$ cat config.mk
export PLATFORM = sky130hd
export DESIGN_NAME = frame_buf_arbiter
export DESIGN_NICKNAME = d
export VERILOG_FILES = /design/src/rtl/frame_buf_pkg.sv /design/src/rtl/frame_buf_pick.sv /design/src/rtl/frame_buf_arbiter.sv
export SDC_FILE = /design/constraint.sdc
export NUM_CORES = 1
export LEC_CHECK = 0
export BUFFER_PORTS_ARGS = -buffer_cell sky130_fd_sc_hd__buf_2
export CORE_UTILIZATION = 50
export DETAILED_ROUTE_END_ITERATION = 12
export PLACE_DENSITY = 0.9
export REMOVE_ABC_BUFFERS = 1
export SLEW_MARGIN = 10
export SYNTH_ARGS = -nofsm -noshare
export SYNTH_HDL_FRONTEND = slang
export SYNTH_SLANG_ARGS = --single-unit
$ cat constraint.sdc
create_clock -name clk -period 6.9 [get_ports clk]
set_clock_uncertainty 0.05 [all_clocks]
set_input_delay 1.38 -clock clk [delete_from_list [all_inputs] [get_ports clk]]
set_output_delay 1.38 -clock clk [all_outputs]
set_load 0.005 [all_outputs]
$ cat src/rtl/frame_buf_pkg.sv
// Shared definitions for the frame buffer arbiter: writer FSM encoding,
// index-width helper and default geometry constants.
package frame_buf_pkg;

    typedef logic [0:0] wr_state_t;

    localparam wr_state_t W_IDLE   = 1'b0;
    localparam wr_state_t W_ACTIVE = 1'b1;

    localparam int unsigned     DEFAULT_ADDR_BITS    = 24;
    localparam longint unsigned DEFAULT_FRAME_STRIDE = 2073600;

    // A single-bit index is kept even for tiny counts so port widths never collapse to zero.
    function automatic int unsigned idx_w(input int unsigned n);
        return (n > 2) ? $clog2(n) : 1;
    endfunction

endpackage

$ cat src/rtl/frame_buf_pick.sv
// Combinational next-buffer selection: first index after the current one that
// is neither held by the reader nor holding the newest completed frame.
module frame_buf_pick #(
    parameter int unsigned BUF_NUM = 4,
    parameter int unsigned IDX_W   = 2
) (
    input  logic [IDX_W-1:0] cur_idx_i,
    input  logic [IDX_W-1:0] rd_idx_i,
    input  logic [IDX_W-1:0] last_done_i,
    input  logic             last_valid_i,
    output logic [IDX_W-1:0] next_idx_o
);

    logic [IDX_W-1:0] cand;
    logic             found;

    always_comb begin
        next_idx_o = cur_idx_i;
        cand       = '0;
        found      = 1'b0;
        // Candidates walk forward from cur+1 and wrap back to cur itself last.
        for (int unsigned k = 1; k <= BUF_NUM; k++) begin
            cand = IDX_W'((32'(cur_idx_i) + k) % BUF_NUM);
            if (!found && (cand != rd_idx_i) && !(last_valid_i && (cand == last_done_i))) begin
                next_idx_o = cand;
                found      = 1'b1;
            end
        end
    end

endmodule

$ cat src/rtl/frame_buf_arbiter.sv
// Triple/multi-buffer arbiter between one frame writer and one frame reader,
// handing out buffer indices and base addresses with one-cycle grant latency.
module frame_buf_arbiter
    import frame_buf_pkg::*;
#(
    parameter int unsigned     BUF_NUM      = 4,
    parameter int unsigned     ADDR_BITS    = DEFAULT_ADDR_BITS,
    parameter longint unsigned FRAME_STRIDE = DEFAULT_FRAME_STRIDE,
    parameter longint unsigned BASE_ADDR    = 0
) (
    input  logic                        clk,
    input  logic                        rst,
    input  logic                        wr_buf_req,
    input  logic                        wr_frame_done,
    input  logic                        rd_buf_req,
    input  logic                        freeze,
    output logic                        wr_buf_valid,
    output logic [idx_w(BUF_NUM)-1:0]   wr_buf_idx,
    output logic [ADDR_BITS-1:0]        wr_buf_addr,
    output logic                        rd_buf_valid,
    output logic [idx_w(BUF_NUM)-1:0]   rd_buf_idx,
    output logic [ADDR_BITS-1:0]        rd_buf_addr,
    output logic                        rd_frame_valid,
    output logic [15:0]                 drop_cnt
);

    localparam int unsigned     IDX_W     = idx_w(BUF_NUM);
    localparam longint unsigned LAST_BASE = BASE_ADDR + 64'(BUF_NUM - 1) * FRAME_STRIDE;
    localparam logic [ADDR_BITS-1:0] BASE_TRUNC = ADDR_BITS'(BASE_ADDR);

    if (BUF_NUM < 3 || BUF_NUM > 8) begin : g_bad_buf_num
        $error("frame_buf_arbiter: BUF_NUM must be within 3..8");
    end
    if (ADDR_BITS < 1 || ADDR_BITS > 64 || (LAST_BASE >> ADDR_BITS) != 64'd0) begin : g_bad_addr
        $error("frame_buf_arbiter: buffer address range does not fit in ADDR_BITS");
    end

    function automatic logic [ADDR_BITS-1:0] buf_addr(input logic [IDX_W-1:0] idx);
        logic [63:0] full;
        full = BASE_ADDR + 64'(idx) * FRAME_STRIDE;
        return full[ADDR_BITS-1:0];
    endfunction

    wr_state_t        wr_state_q, wr_state_d, state_mid;
    logic [IDX_W-1:0] wr_idx_q, wr_idx_d;
    logic [IDX_W-1:0] rd_idx_q, rd_idx_d;
    logic [IDX_W-1:0] last_done_q, last_done_d;
    logic             last_valid_q, last_valid_d;
    logic             last_seen_q, last_seen_d;
    logic [15:0]      drop_cnt_q, drop_cnt_d;
    logic             drop_inc, abort;
    logic [IDX_W-1:0] pick_idx;

    logic                 wr_buf_valid_q, rd_buf_valid_q, rd_frame_valid_q;
    logic [IDX_W-1:0]     wr_buf_idx_q, rd_buf_idx_q;
    logic [ADDR_BITS-1:0] wr_buf_addr_q, rd_buf_addr_q;

    // Completion is resolved first so a same-cycle read sees the fresh frame.
    always_comb begin
        state_mid    = wr_state_q;
        last_done_d  = last_done_q;
        last_valid_d = last_valid_q;
        last_seen_d  = last_seen_q;
        rd_idx_d     = rd_idx_q;
        drop_inc     = 1'b0;
        if (wr_frame_done && (wr_state_q == W_ACTIVE)) begin
            state_mid = W_IDLE;
            if (freeze) begin
                drop_inc = 1'b1;
            end else begin
                drop_inc     = last_valid_q && !last_seen_q;
                last_done_d  = wr_idx_q;
                last_valid_d = 1'b1;
                last_seen_d  = 1'b0;
            end
        end
        if (rd_buf_req) begin
            rd_idx_d    = last_done_d;
            last_seen_d = 1'b1;
        end
    end

    frame_buf_pick #(
        .BUF_NUM (BUF_NUM),
        .IDX_W   (IDX_W)
    ) u_pick (
        .cur_idx_i    (wr_idx_q),
        .rd_idx_i     (rd_idx_d),
        .last_done_i  (last_done_d),
        .last_valid_i (last_valid_d),
        .next_idx_o   (pick_idx)
    );

    always_comb begin
        wr_state_d = state_mid;
        wr_idx_d   = wr_idx_q;
        abort      = 1'b0;
        if (wr_buf_req) begin
            abort      = (state_mid == W_ACTIVE);
            wr_state_d = W_ACTIVE;
            wr_idx_d   = pick_idx;
        end
        drop_cnt_d = drop_cnt_q;
        if ((drop_inc || abort) && (drop_cnt_q != 16'hFFFF)) begin
            drop_cnt_d = drop_cnt_q + 16'd1;
        end
    end

    always_ff @(posedge clk or posedge rst) begin
        if (rst) begin
            wr_state_q       <= W_IDLE;
            wr_idx_q         <= '0;
            rd_idx_q         <= '0;
            last_done_q      <= '0;
            last_valid_q     <= 1'b0;
            last_seen_q      <= 1'b0;
            drop_cnt_q       <= '0;
            wr_buf_valid_q   <= 1'b0;
            wr_buf_idx_q     <= '0;
            wr_buf_addr_q    <= BASE_TRUNC;
            rd_buf_valid_q   <= 1'b0;
            rd_buf_idx_q     <= '0;
            rd_buf_addr_q    <= BASE_TRUNC;
            rd_frame_valid_q <= 1'b0;
        end else begin
            wr_state_q     <= wr_state_d;
            wr_idx_q       <= wr_idx_d;
            rd_idx_q       <= rd_idx_d;
            last_done_q    <= last_done_d;
            last_valid_q   <= last_valid_d;
            last_seen_q    <= last_seen_d;
            drop_cnt_q     <= drop_cnt_d;
            wr_buf_valid_q <= wr_buf_req;
            rd_buf_valid_q <= rd_buf_req;
            if (wr_buf_req) begin
                wr_buf_idx_q  <= wr_idx_d;
                wr_buf_addr_q <= buf_addr(wr_idx_d);
            end
            if (rd_buf_req) begin
                rd_buf_idx_q     <= rd_idx_d;
                rd_buf_addr_q    <= buf_addr(rd_idx_d);
                rd_frame_valid_q <= last_valid_d;
            end
        end
    end

    assign wr_buf_valid   = wr_buf_valid_q;
    assign wr_buf_idx     = wr_buf_idx_q;
    assign wr_buf_addr    = wr_buf_addr_q;
    assign rd_buf_valid   = rd_buf_valid_q;
    assign rd_buf_idx     = rd_buf_idx_q;
    assign rd_buf_addr    = rd_buf_addr_q;
    assign rd_frame_valid = rd_frame_valid_q;
    assign drop_cnt       = drop_cnt_q;

endmodule

## After elaboration in Yosys (flattened, before gate mapping)

Index checks and enable logic that the tools add are counted.

| storage, ports and cells | value |
|---|---|
| register bits after elaboration | 58 |
| bits of input ports | 6 |
| output and inout bits | 71 |
| logic and storage cells | 77 |

| operators by class | value |
|---|---|
| add/subtract/negate cells | 5 |
| $mul | 2 |
| equal/unequal tests | 10 |
| multiplexer cells | 21 |
| reduce and logical (&&, ||, !) cells | 25 |

Operators by type and width:

| kind | count |
|---|---|
| multiplier 2 x 11 -> 13 bit (second input constant) | 2 |
| adder 16 x 1 -> 16 bit (second input constant) | 1 |
| 2-to-1 mux 2 bit | 8 |
| inequality test 16 bit (second input constant) | 1 |
| logical AND 1 bit | 14 |
| 2-to-1 mux 1 bit | 13 |
| equality test 2 bit | 4 |
| zero test 1 bit | 8 |
| inequality test 2 bit | 4 |
| adder 2 x 1 -> 2 bit (second input constant) | 2 |
| adder 2 bit (second input constant) | 2 |
| inequality test 2 bit (second input constant) | 1 |
| AND reduction 2 bit | 1 |
| nonzero test 2 bit | 1 |
| logical OR 1 bit | 1 |

## Logic depth before layout (Yosys ltp)

Gate-level depths: netlist (run 1).

| logic depth | value |
|---|---|
| depth in word-level cells | 21 |
| gate-level depth with buffers | 9 |
| gate-level depth less buffers | 8 |

## Hierarchy

From an unflattened synthesis (run 1), not the netlist that was laid out.

| second synthesis, totals | value |
|---|---|
| cell total of the unflattened synthesis | 224 |
| area, all modules | 2332.2 um^2 |

Modules (own cells, without submodules):

| module | times used | cells an instance | area each (um^2) | sequential area each (um^2) |
|---|---|---|---|---|
| frame_buf_arbiter | 1 | 187 | 2083.2 | 1001.0 |
| frame_buf_pick | 1 | 37 | 249.0 | 0.0 |

## Least setup slack after synthesis (run 1)

Ideal clock, no wire load.

| timing | value |
|---|---|
| path type | input port to flip-flop |
| start point | input freeze |
| end point | register wr_buf_addr_q[16] (netlist: wr_buf_addr[16]) |
| setup time | 0.125 ns |
| arrival time | 3.091 ns |
| data required time | 6.725 ns |
| slack | 3.634 ns |
| cell stages on the path | 8 |
| path buffers | 0 |
| path through | nand3b_1 a211oi_2 o211ai_1 a311o_1 nand3_2 xor2_1 ha_1 mux2_2 |

| between the ends | value |
|---|---|
| longest elaborated chain between the ends | 21 |
| elaborated cells on any way between the ends | 40 |
| those cells by class | 1 x mul; 8 x eq/ne; 13 x mux; 18 x reduce/logical |

Ends and longest elaborated chain:

| element | RTL line | source |
|---|---|---|
| start: declaration | frame_buf_arbiter.sv:16 | `input logic freeze,` |
| 2-to-1 mux 2 bit | frame_buf_arbiter.sv:68 | `if (freeze) begin` |
| 2-to-1 mux 2 bit | frame_buf_arbiter.sv:66 | `if (wr_frame_done && (wr_state_q == W_ACTIVE)) begin` |
| equality test 2 bit | frame_buf_pick.sv:24 | `if (!found && (cand != rd_idx_i) && !(last_valid_i && (cand == last_done_i))) begin` |
| logical AND 1 bit | frame_buf_pick.sv:24 |  |
| zero test 1 bit | frame_buf_pick.sv:24 |  |
| logical AND 1 bit | frame_buf_pick.sv:24 |  |
| 2-to-1 mux 1 bit | frame_buf_pick.sv:24 |  |
| zero test 1 bit | frame_buf_pick.sv:24 |  |
| [3 not listed] | - |  |
| zero test 1 bit | frame_buf_pick.sv:24 |  |
| logical AND 1 bit (2 in a row) | frame_buf_pick.sv:24 |  |
| 2-to-1 mux 1 bit | frame_buf_pick.sv:24 |  |
| zero test 1 bit | frame_buf_pick.sv:24 |  |
| logical AND 1 bit (2 in a row) | frame_buf_pick.sv:24 |  |
| 2-to-1 mux 2 bit * | frame_buf_pick.sv:24 |  |
| 2-to-1 mux 2 bit * | frame_buf_arbiter.sv:98 | `if (wr_buf_req) begin` |
| multiplier 2 x 11 -> 13 bit * | frame_buf_arbiter.sv:40 | `full = BASE_ADDR + 64'(idx) * FRAME_STRIDE;` |
| end signal: assignment | frame_buf_arbiter.sv:137 | `wr_buf_addr_q <= buf_addr(wr_idx_d);` |
| end: declaration | frame_buf_arbiter.sv:56 | `logic [ADDR_BITS-1:0] wr_buf_addr_q, rd_buf_addr_q;` |

Every way passes the cells marked *; elsewhere a longest branch is shown, timed or not.
A chain may end at the register's enable or synchronous reset.

## Final worst setup path (run 1)

Same ends and word-level chain as after synthesis.

==> impl_metrics.tcl, run 1 <==
set metrics [dict create \
    ctsHoldBuffers 0 \
    hold_path_end "last_seen_q" \
    post_cts.repair.setup_buffers 0 \
    power_density_mw_per_mm2 366.2 \
    num-fill-cells 387 \
    rr_worst_depth 8 \
    crit_type "in -> reg" \
    gp_congestion 0.8869 \
    wl_mm 4.015 \
    cp_max_fo 13 \
    dieArea_sq_mm 0.004800 \
    antenna_found_initial 0 \
    fmax_mhz 283.2 \
    status "completed" \
    peakVddDrop_v 0.0001801 \
    grt-ovfl-total 0 \
    num_io_pins 77 \
    grt-busiest-layer "met2" \
    rsz0062_at_grt "no" \
    reg2reg_from "wr_state_q" \
    die_height_um 69.28 \
    grt_pass1_vias 1506 \
    yosys.area.top_type "dfrtp_1" \
    synth-edff-count 0 \
    routedWlPerCell_um 13.12 \
    start_util_pct 51.98 \
    leakage_nw 1.197 \
    synthXorXnorAreaFrac_pct 8.181 \
    end_kind "flop" \
    synth_area_leaders "dfrtp_1 (44%), buf_4 (13%), xnor2_1 (6.2%)" \
    tritoncts "built" \
    timing.final.crit_share_pct 51.18 \
    clk_pin_slew_ns 0.07 \
    yosys.area_share.simple_pct 12.88 \
    grt.met3_usage_pct 6.105 \
    synth.area.mux_share_pct 5.362 \
    reg2reg_to "wr_buf_addr[16]" \
    nNetsFinal 267 \
    cap_violations 0 \
    min_from "last_seen_q" \
    grt_pass1_wl_mm 6.720 \
    r2r_slack_ns 4.24 \
    syn_to_final_growth_pct 8.237 \
    synthCells 216 \
    grt_start_max_net_pins 41 \
    layout-drive-gt1-share_pct 30.31 \
    drc 0 \
    cts_made_buffers 5 \
    postRouteAntennaNets 0 \
    clock_sinks 40 \
    met2_usage_pct 28.91 \
    io_buffers 52 \
    firstDrtPassIters 4 \
    rows 24 \
    clk_path_buf_depth 2 \
    fin_crit_ns 3.531 \
    finalMaxSlewViolations 0 \
    syn_area_sq_mm 0.002263 \
    finalSetupTns_ns 0 \
    netlist_top_cells_count "buf_4 (40), dfrtp_1 (40), xnor2_1 (16)" \
    dr_total_vias 1563 \
    ys_seq_area_share_pct 44.22 \
    min_path_cells 2 \
    worst_ep_arrival_time_ns 3.66 \
    yosysUniqueCellTypes 43 \
    dpl.hpwl_mm 2.898 \
    fin_util_pct 56.26 \
    die_x_um 69.28 \
    required_ns 7.03 \
    async_reset_ff_share_pct 100.0 \
    synth_flop_cell "dfrtp_1" \
    startpoint_type "input port" \
    cts_resized 0 \
    insertion_delay_ns 0.29 \
    finalSetupViolations 0 \
    yosysTopAreaCellShare_pct 44.22 \
    htreeDepth 2 \
    syn_avg_cell_area_sq_um 10.48 \
    root_buffer "clkbuf_8" \
    crit_chain "buf_2 > nand3b_1 > a211oi_2 > o211ai_1 > a311o_1 > nand3_2 > xor2_1 > ha_1 > mux2_2" \
    core_sq_mm 0.004354 \
    synth_top_family_by_area "buffers and inverters" \
    yosys.area_share.adder_pct 3.870 \
    hold_violations 0 \
    critical_path.top_delay_family "compound AO/OA/AOI/OAI gates" \
    drt-vias-per-instance 5.108 \
    yosys_warnings 0 \
    drtIter0Drc 82 \
    synth-compound-area-share_pct 8.789 \
    antenna_cells 0 \
    grt_usage_pct 17.72 \
    slowest_delay_ns 0.44 \
    min_path_type "reg -> reg" \
    synth-seq-cells 40 \
    crit_slowest_cell "a211oi_2" \
    met1_usage_pct 21.11 \
    cp_num_buf_inv 1 \
]
## cells in the final DEF, fill, tap and decap left out, types with 2 or more instances in the layout
cell type,count
a31oi_1,4
o211ai_1,2
and4_1,2
xor2_1,2
nand4_1,5
nand2_1,11
mux2i_1,2
xnor2_1,16
clkbuf_8,7
and4b_1,2
and3_1,4
o21ai_1,3
conb_1,24
buf_2,52
a31o_1,2
ha_1,7
nand3b_1,2
nor2_1,9
dfrtp_1,40
a21o_1,3
nand2b_1,4
or2_2,2
mux2_2,8
a21oi_1,8
inv_1,10
nand3_1,6
inv_2,2
## through the flow
step	hold slack [ns]	area [sq um]	total power, mW	setup slack, ns	instances
CTS	0.4374	2450	0.9051	3.392	306
floorplan	0.3876	2021	0.5959	3.431	194
detailed placement	0.4174	2354	0.7343	3.092	299
finish	0.4290	2450	0.8971	3.369	306
global route	0.4689	2450	0.9668	3.242	306
global placement	0.4043	2354	0.7165	3.194	299
## worst reg2reg max path, stage by stage, from the launching register on
cell      delay [ns]
dfrtp_1         0.39
nand3b_1        0.35
a211oi_2        0.44
o211ai_1        0.15
a311o_1         0.40
nand3_2         0.12
xor2_1          0.16
ha_1            0.24
mux2_2          0.26
## state kept, by name, indices dropped and copies added, names as in the netlist
| signal | cells |
|---|---|
| rd_buf_valid | 1 |
| wr_buf_valid | 1 |
| rd_buf_idx | 1 |
| wr_idx_q | 2 |
| wr_buf_idx | 1 |
| last_valid_q | 1 |
| rd_frame_valid | 1 |
| rd_idx_q | 2 |
| wr_buf_addr | 5 |
| wr_state_q | 1 |
| last_done_q | 2 |
| rd_buf_addr | 5 |
| drop_cnt | 16 |
| last_seen_q | 1 |
## worst max path at each step
stage,cells after the start,end,slack [ns],from
floorplan,8,wr_buf_addr[16],3.43,freeze
CTS,9,wr_buf_addr[16],3.39,freeze
detailed placement,9,wr_buf_addr[16],3.09,freeze
finish,9,wr_buf_addr[16],3.37,freeze
global route,9,wr_buf_addr[16],3.24,freeze
global placement,9,wr_buf_addr[16],3.19,freeze
## routing by layer
layer  part of all wire (%)  vias to the layer above
li1                       -                      742
met5                      0                        -
met3                    7.6                       12
met2                     49                       68
met1                     42                      741
met4                    2.3                        0
## cell families (layout without fill, tap and decap cells)
family,count (synthesis),in the layout
xor gates and xnor gates,19,19
buffers and inverters,57,72
AOI/OAI and AO/OA,29,29
other,1,24
muxes,11,11
adders and majority gates,7,7
DFF,40,40
and+or+nand+nor,52,52
## final cells by class
type	count	area (sq um)	share of cell area [%]
clock buffer	7	96.34	3.933
sequential	40	1001	40.86
timing repair buffer	53	267.8	10.93
multi-input combinational	142	974.7	39.79
tap	52	65.06	2.656
inverter	12	45.04	1.839
## where the power goes
part           total, mW  internal, mW  switching (mW)
clock network      0.164        0.0890          0.0754
logic              0.355         0.180           0.175
registers          0.378         0.299          0.0787
No activity file was read; power rests on OpenSTA's default activity.
==> inputs of run 2 (changes only) <==
--- a/config.mk
+++ b/config.mk
@@ -6,9 +6,9 @@
 export NUM_CORES = 1
 export LEC_CHECK = 0
 export BUFFER_PORTS_ARGS = -buffer_cell sky130_fd_sc_hd__buf_2
-export CORE_UTILIZATION = 50
+export CORE_UTILIZATION = 45
 export DETAILED_ROUTE_END_ITERATION = 12
-export PLACE_DENSITY = 0.9
+export PLACE_DENSITY = 0.86
 export REMOVE_ABC_BUFFERS = 1
 export SLEW_MARGIN = 10
 export SYNTH_ARGS = -nofsm -noshare
==> constraint.sdc (replaced) <==
create_clock -name clk -period 3 [get_ports clk]
set_clock_uncertainty 0.05 [all_clocks]
set_input_delay 0.6 -clock clk [delete_from_list [all_inputs] [get_ports clk]]
set_output_delay 0.6 -clock clk [all_outputs]
set_load 0.005 [all_outputs]
==> impl_metrics.tcl, run 2 (same netlist as run 1, synthesis figures left out) <==
set metrics [dict create \
    status "completed" \
    p_comb_share_pct 37.8 \
    power_density_mw_per_mm2 852.0 \
    hold_violations 0 \
    worst_pin_slew_ns 0.5112 \
    grt_pass1_vias 1404 \
    intPower_mw 1.398 \
    clk_path_buf_depth 2 \
    leakage_nw 1.220 \
    finalMaxSlewViolations 0 \
    p_switching_uw 743.6 \
    tritoncts "built" \
    dpl.hpwl_mm 2.867 \
    fin_crit_ns 2.598 \
    clockPowerShare_pct 22.0 \
    grt_pass1_wl_mm 6.479 \
    grt_start_max_net_pins 41 \
    drc 0 \
    io_buffers 52 \
    root_buffer "clkbuf_8" \
    antenna_cells 0 \
    antenna_found_initial 0 \
    dieArea_sq_mm 0.005317 \
    fin_util_pct 52.52 \
    die_x_um 72.92 \
    die_height_um 72.92 \
    finalSetupViolations 0 \
    worst_ep_arrival_time_ns 2.72 \
    dr_total_vias 1539 \
    grt-ovfl-total 0 \
    fmax_mhz 384.9 \
    layout-drive-gt1-share_pct 31.13 \
    layout_common_cells "buf_2 (52), dfrtp_1 (40), conb_1 (24)" \
    ctsHoldBuffers 0 \
    clock_sinks 40 \
    timing.final.crit_share_pct 86.61 \
    cts_made_buffers 5 \
    placed_cells 316 \
    startpoint_type "flop" \
    clk_pin_slew_ns 0.08 \
    peakVddDrop_v 0.0004375 \
    required_ns 3.13 \
    wl_mm 3.859 \
    fin_cells 324 \
    routedWlPerCell_um 11.91 \
    final_common_cell "buf_2" \
    rows 25 \
    end_kind "flop" \
    finalPower_mw 2.142 \
    cp_max_fo 7 \
    cts_resized 0 \
    finalSetupTns_ns 0 \
    gp_congestion 0.8754 \
    drt-vias-per-instance 4.750 \
    drtIter0Drc 65 \
    grt_usage_pct 15.86 \
    start_util_pct 47.29 \
    min_path_type "in -> async" \
    syn_to_final_growth_pct 11.06 \
    post_cts.repair.setup_buffers 0 \
    nNetsFinal 269 \
    largest_reg_flops 16 \
    firstDrtPassIters 4 \
    insertion_delay_ns 0.28 \
    rsz0062_at_grt "no" \
    p_sw_share_pct 34.72 \
    num_io_pins 77 \
    core_sq_mm 0.004786 \
    maxSlewHeadroom_pct 65.76 \
    cap_violations 0 \
    crit_type "reg -> reg" \
    postRouteAntennaNets 0 \
    htreeDepth 2 \
    p_seq_share_pct 40.2 \
]
## run 2: worst paths after layout
| kind | slack, ns | cells past startpoint | from | end |
|---|---|---|---|---|
| max in group asynchronous | 2.17 | 3 | rst | rd_buf_addr[21] |
| hold reg to reg | 0.43 | 2 | last_seen_q | last_seen_q |
| setup / recovery | 0.40 | 8 | wr_idx_q[1] | wr_buf_addr[16] |
| hold / removal | 0.37 | 3 | rst | wr_buf_addr[22] |
| setup reg to reg | 0.40 | 8 | wr_idx_q[1] | wr_buf_addr[16] |
| min in group clk | 0.43 | 2 | last_seen_q | last_seen_q |
## run 2: layer usage
metal / vias up / GRT usage [%] / share of wire [%]
li1: 743 / - / -
met1: 742 / 19.84 / 43
met2: 48 / 26.69 / 50
met3: 6 / 4.144 / 5.6
met4: 0 / 5.447 / 1.1
met5: - / 0 / 0
## run 2: stage by stage
| step | hold WS [ns] | setup WS (ns) | area, sq um |
|---|---|---|---|
| 2_1_floorplan | 0.3876 | 0.3105 | 2021 |
| 3_3_place_gp | 0.4035 | 0.3204 | 2387 |
| 3_5_place_dp | 0.4141 | 0.2393 | 2387 |
| 4_1_cts | 0.3906 | 0.3879 | 2514 |
| 5_1_grt | 0.4428 | 0.1785 | 2514 |
| 6_report | 0.3749 | 0.4017 | 2514 |
## run 2: power by group through the flow
stage	logic [mW]	registers, mW	clock network, mW
finish	0.810	0.860	0.471
CTS	0.819	0.861	0.485
detailed placement	0.812	0.871	0
global placement	0.791	0.865	0
floorplan	0.497	0.874	0
global route	0.924	0.893	0.506
## run 2: cell type report
class,instances,area [sq um]
Clock buffer,7,96.34
Clock inverter,1,30.03
Fill cell,444,2272
Inverter,12,45.04
Multi-Input combinational cell,142,974.7
Sequential cell,40,1001
Tap cell,67,83.83
Timing Repair Buffer,55,282.8
## run 2: worst max-delay path, stage by stage, from the launching register on
cell,delay (ns)
dfrtp_1,0.61
xor2_4,0.21
mux2i_1,0.32
o2111ai_1,0.17
a311o_1,0.36
nand3_2,0.11
xor2_1,0.15
ha_1,0.24
mux2_2,0.26
